**src/rtl/aclk_set_ctrl.sv**
```systemverilog
// Button-driven setting controller: edits HH:MM for time or alarm and
// commits it through single-cycle load pulses; drives AL_ON and STOP_al.
// Ports: clk, reset (sync, active-high); i_btn_* one-cycle button pulses;
//   i_alarm and i_h_out1/i_h_out0/i_m_out1/i_m_out0 (current BCD time) from
//   the core; o_h_in1/o_h_in0/o_m_in1/o_m_in0 BCD load value; o_ld_time,
//   o_ld_alarm, o_stop_al pulses; o_al_on level; o_busy; o_edit_field.
// Optional snooze state and button: define ACLK_SNOOZE_EN.
module aclk_set_ctrl #(
  parameter int TIMEOUT_CYC = 300,
  parameter int SNOOZE_MIN  = 5
) (
  input  logic       clk,
  input  logic       reset,
  input  logic       i_btn_set_time,
  input  logic       i_btn_set_alarm,
  input  logic       i_btn_inc,
  input  logic       i_btn_next,
  input  logic       i_btn_cancel,
  input  logic       i_btn_al_toggle,
  input  logic       i_btn_stop,
  input  logic       i_btn_snooze,
  input  logic       i_alarm,
  input  logic [1:0] i_h_out1,
  input  logic [3:0] i_h_out0,
  input  logic [3:0] i_m_out1,
  input  logic [3:0] i_m_out0,
  output logic [1:0] o_h_in1,
  output logic [3:0] o_h_in0,
  output logic [3:0] o_m_in1,
  output logic [3:0] o_m_in0,
  output logic       o_ld_time,
  output logic       o_ld_alarm,
  output logic       o_stop_al,
  output logic       o_al_on,
  output logic       o_busy,
  output logic [1:0] o_edit_field
);

  localparam int LP_CW = $clog2(TIMEOUT_CYC);
  localparam logic [LP_CW-1:0] LP_TMAX = LP_CW'(TIMEOUT_CYC - 1);

`ifdef ACLK_SNOOZE_EN
  typedef enum logic [2:0] {
    S_IDLE, S_EDIT_H, S_EDIT_M, S_COMMIT, S_SNOOZE
  } state_t;
`else
  typedef enum logic [2:0] {
    S_IDLE, S_EDIT_H, S_EDIT_M, S_COMMIT
  } state_t;
`endif

  state_t r_state, w_state;

  logic             r_tgt_alarm, w_tgt_alarm;
  logic [1:0]       r_eh1, w_eh1, r_ah1, w_ah1, r_hi1, w_hi1;
  logic [3:0]       r_eh0, w_eh0, r_ah0, w_ah0, r_hi0, w_hi0;
  logic [3:0]       r_em1, w_em1, r_am1, w_am1, r_mi1, w_mi1;
  logic [3:0]       r_em0, w_em0, r_am0, w_am0, r_mi0, w_mi0;
  logic [LP_CW-1:0] r_cnt, w_cnt;
  logic             r_ld_time, w_ld_time;
  logic             r_ld_alarm, w_ld_alarm;
  logic             r_stop_al, w_stop_al;
  logic             r_al_on, w_al_on;
  logic             r_busy, w_busy;
  logic [1:0]       r_field, w_field;
  logic             w_acc;

  logic [1:0] w_hinc1;
  logic [3:0] w_hinc0, w_minc1, w_minc0;

  // BCD increment of the edit fields; no carry from minutes into hours.
  always_comb begin
    w_hinc1 = r_eh1;
    w_hinc0 = r_eh0 + 4'd1;
    if (r_eh1 == 2'd2 && r_eh0 == 4'd3) begin
      w_hinc1 = 2'd0;
      w_hinc0 = 4'd0;
    end else if (r_eh0 == 4'd9) begin
      w_hinc1 = r_eh1 + 2'd1;
      w_hinc0 = 4'd0;
    end
    w_minc1 = r_em1;
    w_minc0 = r_em0 + 4'd1;
    if (r_em1 == 4'd5 && r_em0 == 4'd9) begin
      w_minc1 = 4'd0;
      w_minc0 = 4'd0;
    end else if (r_em0 == 4'd9) begin
      w_minc1 = r_em1 + 4'd1;
      w_minc0 = 4'd0;
    end
  end

`ifdef ACLK_SNOOZE_EN
  logic [6:0] w_sm;
  logic [4:0] w_sh;
  logic [1:0] w_snz_h1;
  logic [3:0] w_snz_h0, w_snz_m1, w_snz_m0;

  // Current time plus SNOOZE_MIN minutes, rebuilt as BCD.
  always_comb begin
    w_sm = 7'(i_m_out1) * 7'd10 + 7'(i_m_out0) + 7'(SNOOZE_MIN);
    w_sh = 5'(i_h_out1) * 5'd10 + 5'(i_h_out0);
    if (w_sm >= 7'd60) begin
      w_sm = w_sm - 7'd60;
      w_sh = (w_sh >= 5'd23) ? 5'd0 : w_sh + 5'd1;
    end
    w_snz_m1 = 4'(w_sm / 7'd10);
    w_snz_m0 = 4'(w_sm % 7'd10);
    w_snz_h1 = 2'(w_sh / 5'd10);
    w_snz_h0 = 4'(w_sh % 5'd10);
  end
`else
  logic w_unused;
  assign w_unused = i_btn_snooze | i_alarm | (SNOOZE_MIN == 0);
`endif

  always_comb begin
    w_state     = r_state;
    w_tgt_alarm = r_tgt_alarm;
    w_eh1 = r_eh1; w_eh0 = r_eh0;
    w_em1 = r_em1; w_em0 = r_em0;
    w_ah1 = r_ah1; w_ah0 = r_ah0;
    w_am1 = r_am1; w_am0 = r_am0;
    w_hi1 = r_hi1; w_hi0 = r_hi0;
    w_mi1 = r_mi1; w_mi0 = r_mi0;
    w_cnt      = '0;
    w_ld_time  = 1'b0;
    w_ld_alarm = 1'b0;
    w_stop_al  = i_btn_stop;
    w_al_on    = r_al_on ^ i_btn_al_toggle;
    w_acc = i_btn_cancel | i_btn_next | i_btn_inc
          | i_btn_al_toggle | i_btn_stop;
    unique case (r_state)
      S_IDLE: begin
`ifdef ACLK_SNOOZE_EN
        if (i_btn_snooze && i_alarm) begin
          w_state    = S_SNOOZE;
          w_stop_al  = 1'b1;
          w_ld_alarm = 1'b1;
          w_hi1 = w_snz_h1; w_hi0 = w_snz_h0;
          w_mi1 = w_snz_m1; w_mi0 = w_snz_m0;
          w_ah1 = w_snz_h1; w_ah0 = w_snz_h0;
          w_am1 = w_snz_m1; w_am0 = w_snz_m0;
        end else
`endif
        if (i_btn_set_time) begin
          w_state     = S_EDIT_H;
          w_tgt_alarm = 1'b0;
          w_eh1 = i_h_out1; w_eh0 = i_h_out0;
          w_em1 = i_m_out1; w_em0 = i_m_out0;
        end else if (i_btn_set_alarm) begin
          w_state     = S_EDIT_H;
          w_tgt_alarm = 1'b1;
          w_eh1 = r_ah1; w_eh0 = r_ah0;
          w_em1 = r_am1; w_em0 = r_am0;
        end
      end
      S_EDIT_H, S_EDIT_M: begin
        if (w_acc) begin
          w_cnt = '0;
        end else if (r_cnt == LP_TMAX) begin
          w_state = S_IDLE;
        end else begin
          w_cnt = r_cnt + LP_CW'(1);
        end
        if (i_btn_cancel) begin
          w_state = S_IDLE;
        end else if (i_btn_next) begin
          if (r_state == S_EDIT_H) begin
            w_state = S_EDIT_M;
          end else begin
            w_state = S_COMMIT;
            w_hi1 = r_eh1; w_hi0 = r_eh0;
            w_mi1 = r_em1; w_mi0 = r_em0;
            w_ld_time  = ~r_tgt_alarm;
            w_ld_alarm = r_tgt_alarm;
            if (r_tgt_alarm) begin
              w_ah1 = r_eh1; w_ah0 = r_eh0;
              w_am1 = r_em1; w_am0 = r_em0;
            end
          end
        end else if (i_btn_inc) begin
          if (r_state == S_EDIT_H) begin
            w_eh1 = w_hinc1; w_eh0 = w_hinc0;
          end else begin
            w_em1 = w_minc1; w_em0 = w_minc0;
          end
        end
      end
      default: w_state = S_IDLE;
    endcase
    w_busy  = (w_state != S_IDLE);
    w_field = (w_state == S_EDIT_H) ? 2'b01 :
              (w_state == S_EDIT_M) ? 2'b10 : 2'b00;
  end

  always_ff @(posedge clk) begin
    if (reset) begin
      r_state     <= S_IDLE;
      r_tgt_alarm <= 1'b0;
      r_eh1 <= '0; r_eh0 <= '0; r_em1 <= '0; r_em0 <= '0;
      r_ah1 <= '0; r_ah0 <= '0; r_am1 <= '0; r_am0 <= '0;
      r_hi1 <= '0; r_hi0 <= '0; r_mi1 <= '0; r_mi0 <= '0;
      r_cnt      <= '0;
      r_ld_time  <= 1'b0;
      r_ld_alarm <= 1'b0;
      r_stop_al  <= 1'b0;
      r_al_on    <= 1'b0;
      r_busy     <= 1'b0;
      r_field    <= 2'b00;
    end else begin
      r_state     <= w_state;
      r_tgt_alarm <= w_tgt_alarm;
      r_eh1 <= w_eh1; r_eh0 <= w_eh0; r_em1 <= w_em1; r_em0 <= w_em0;
      r_ah1 <= w_ah1; r_ah0 <= w_ah0; r_am1 <= w_am1; r_am0 <= w_am0;
      r_hi1 <= w_hi1; r_hi0 <= w_hi0; r_mi1 <= w_mi1; r_mi0 <= w_mi0;
      r_cnt      <= w_cnt;
      r_ld_time  <= w_ld_time;
      r_ld_alarm <= w_ld_alarm;
      r_stop_al  <= w_stop_al;
      r_al_on    <= w_al_on;
      r_busy     <= w_busy;
      r_field    <= w_field;
    end
  end

  assign o_h_in1      = r_hi1;
  assign o_h_in0      = r_hi0;
  assign o_m_in1      = r_mi1;
  assign o_m_in0      = r_mi0;
  assign o_ld_time    = r_ld_time;
  assign o_ld_alarm   = r_ld_alarm;
  assign o_stop_al    = r_stop_al;
  assign o_al_on      = r_al_on;
  assign o_busy       = r_busy;
  assign o_edit_field = r_field;

endmodule

```
**config.mk**
```make
export PLATFORM = sky130hd
export DESIGN_NAME = aclk_set_ctrl
export DESIGN_NICKNAME = d
export VERILOG_FILES = /design/src/rtl/aclk_set_ctrl.sv
export SDC_FILE = /design/constraint.sdc
export NUM_CORES = 1
export LEC_CHECK = 0
export CAP_MARGIN = 20
export CORE_UTILIZATION = 60
export DETAILED_ROUTE_END_ITERATION = 10
export DONT_BUFFER_PORTS = 1
export GPL_ROUTABILITY_DRIVEN = 0
export PLACE_DENSITY_LB_ADDON = 0.3
export SETUP_SLACK_MARGIN = 0.02
export SYNTH_ARGS = -nofsm -noshare
export SYNTH_HDL_FRONTEND = slang
export SYNTH_SLANG_ARGS = --single-unit
```
**constraint.sdc**
```tcl
create_clock -name clk -period 3.2 [get_ports clk]
set_input_delay 0.32 -clock clk [delete_from_list [all_inputs] [get_ports clk]]
set_output_delay 0.32 -clock clk [all_outputs]
set_load 0.005 [all_outputs]
```
==> reports/results.tsv <==
stage	metric	value	unit
cts	CTS tree	done	
floorplan	full die area	5253	sq um
sta	Tmin final	2.321	ns
synthesis	Seq cells post-synth	62	
placed_design	# port buffers	0	
power	Leakage	0.001223	uW
drt	DRT iter0 DRCs	207	
floorplan	initial core utilization	0.6268	
cts	Longest Clk Path Bufs	2	
synthesis	synthesized area	2980	sq um
sta	final setup margin	0.8791	ns
synthesis	sequential share of the synthesized area	0.4165	
sta	final setup skew	0.006892	ns
synthesis	Synth cell types	57	
sta	Slew Viols, Final	0	
critical_path	Crit Path Class	flop to flop	
outcome	status	complete, no violations	
sta	fmax	430.9	MHz
sta	period utilization	0.7253	
layout	leading cell type in the layout, fill and taps excluded	dfxtp_1	
sta	Worst slew margin	0.3972	
drt	final WL	6360	um
layout	Area growth, synth to finish	8.564	%
floorplan	num rows	25	
job	Max Cap Violations	0	
drt	Vias	2344	
layout	commonest cells after routing, fill and taps aside	62 x dfxtp_1, 36 x nand2_1, 32 x nor2_1	
critical_path	critical path peak fanout	15	
cts	Root Buffer	clkbuf_8	
synthesis	Post-Syn Instances	332	
power	worst vdd ir	0.3878	mV
sta	Final Hold Vio Count	0	
critical_path	Worst EP arrival	2.55	ns
drt	DRC Markers	0	
sta	Least-Margin Pin Slew	0.8978	ns
layout	Top reg by flops	r_cnt	
cts	clock latency on the worst-skew pair	0.35	ns
global_routing	largest net degree at the start of global routing	60	
layout	share of cells above drive strength 1	0.1067	
layout	n_diodes	0	
cts	Hold Buf Count CTS	0	
critical_path	Startpoint Class	flop	
power	Pwr Density	544.9	nW/um^2
layout	Layout Utilization	0.6805	
drt	Pre-Repair DR Iteration Count	4	
global_routing	total congestion overflow	0	
power	Overall Power	1763	uW
synthesis	Post-synth ARST share	0	
cts	clk slew on worst S/H paths	0.06	ns
layout	fill cell total of the finished layout	374	
cts	H-tree lvl count	3	
global_routing	vias in the first global route	2042	
sta	RSZ-0062 raised after global routing	false	
synthesis	Syn Nets	362	
layout	Largest register FFs	9	
worst_hold_path	Hold Crit Class	primary input to flop	
drt	post-route ant nets	0	
critical_path	Worst Setup End Kind	flop	
critical_path	r2r setup slk	0.88	ns
cts	Sink Count	62	
global_routing	first-pass GRT wire length	10010	um
synthesis	EDFF count, synth	0	
floorplan	placeable core area	4755	sq um
cts	setup bufs post-CTS	0	
floorplan	Horiz. Die Dim	72.48	um
critical_path	Worst Path Required	3.43	ns
global_routing	All-Layer GR Usage	0.2531	
placed_design	HPWL after DPL	4226	um
floorplan	die height	72.48	um
global_routing	antenna violations before repair	0	
drt	Wirelength per Cell	16.10	um
sta	Setup violations, final	0	
cts	CTS resizes	0	
drt	vias per std cell	5.934	
layout	post-route insts no fill	395	
floorplan	I/O pin cnt	46	
placed_design	pre-CTS setup slack	0.9400	ns
synthesis	Top FF cell, synth	dfxtp_1	
synthesis	Ys Warns	0	
synthesis	syn_area_per_cell	8.977	sq um
layout	Nets	353	
sta	Setup TNS	0	ns
cts	TritonCTS Buffers	9	
placed_design	placed insts	379	
[power by group]
group	switching, uW	internal, uW	leakage (uW)
Combinational	56.0	51.7	0.000591
Clock	293	545	0.000129
Sequential	28.2	789	0.000503
Total	378	1390	0.00122
[cells by family (layout without fill, tap and decap cells)]
logic type	count (synthesis)	in the layout	share of synthesized area
and+or+nand+nor	122	122	0.2078
adders and majority gates	5	5	0.02099
other	1	1	0.001258
muxes	29	29	0.1008
DFF	62	62	0.4165
buffers and inverters	32	28	0.04492
AOI/OAI and AO/OA	70	70	0.1755
xor gates and xnor gates	11	11	0.03232
[worst paths after layout]
check,startpoint,end,cells past startpoint
setup / recovery,r_state[1],o_edit_field[1],4
hold / removal,reset,r_am0[1],1
setup reg to reg,r_state[1],o_edit_field[1],4
hold reg to reg,o_h_in0[0],o_h_in0[0],2
[metal layers]
layer  up-vias  global-route usage  routed length (um)
li1       1165                   -                   -
met1      1089              0.3284                2873
met2        77              0.3780                2919
met3        13             0.08750                 400
met4         0              0.1176                 167
met5         -                   0                   0
[through the flow]
step           area (sq um)  hold slack, ns
2_1_floorplan          2980          0.4257
3_3_place_gp           2983          0.3968
3_5_place_dp           2983          0.3981
4_1_cts                3236         0.03140
5_1_grt                3236         0.03055
6_report               3236         0.03927
[synthesized netlist by cell type, types with 3 or more instances]
master / n / area share
nor2b_1: 6 / 0.013
nor4bb_1: 3 / 0.010
nand2b_1: 9 / 0.019
ha_1: 5 / 0.021
inv_1: 10 / 0.013
mux2i_1: 21 / 0.071
nor4_1: 5 / 0.010
a2111o_1: 3 / 0.011
a211oi_1: 5 / 0.013
clkbuf_1: 14 / 0.018
nand2_1: 36 / 0.045
nand3_1: 6 / 0.010
mux2_2: 8 / 0.030
o21ai_0: 4 / 0.0067
dfxtp_1: 62 / 0.42
xor2_1: 7 / 0.021
nor3b_1: 4 / 0.010
nor2_1: 32 / 0.040
nor3_1: 7 / 0.012
a21oi_1: 27 / 0.045
buf_2: 5 / 0.0084
o32ai_1: 5 / 0.015
xnor2_1: 4 / 0.012
o2111ai_1: 3 / 0.0088
[cell type report]
type	instances	area, sq um	area share
clock buffer	14	192.7	0.05955
clock inverter	2	60.06	0.01856
inverter	10	37.54	0.01160
multi-input combinational	238	1605	0.4961
sequential	62	1241	0.3836
tap	67	83.83	0.02591
timing repair buffer	2	15.01	0.004640
[worst max-delay path: stages (launching register included)]
cell and delay [ns]:
dfxtp_1 0.62, nor4b_2 0.48, and2_0 0.70, a311oi_1 0.20, nor3b_1 0.20
Power figures use the tool's default switching activity.
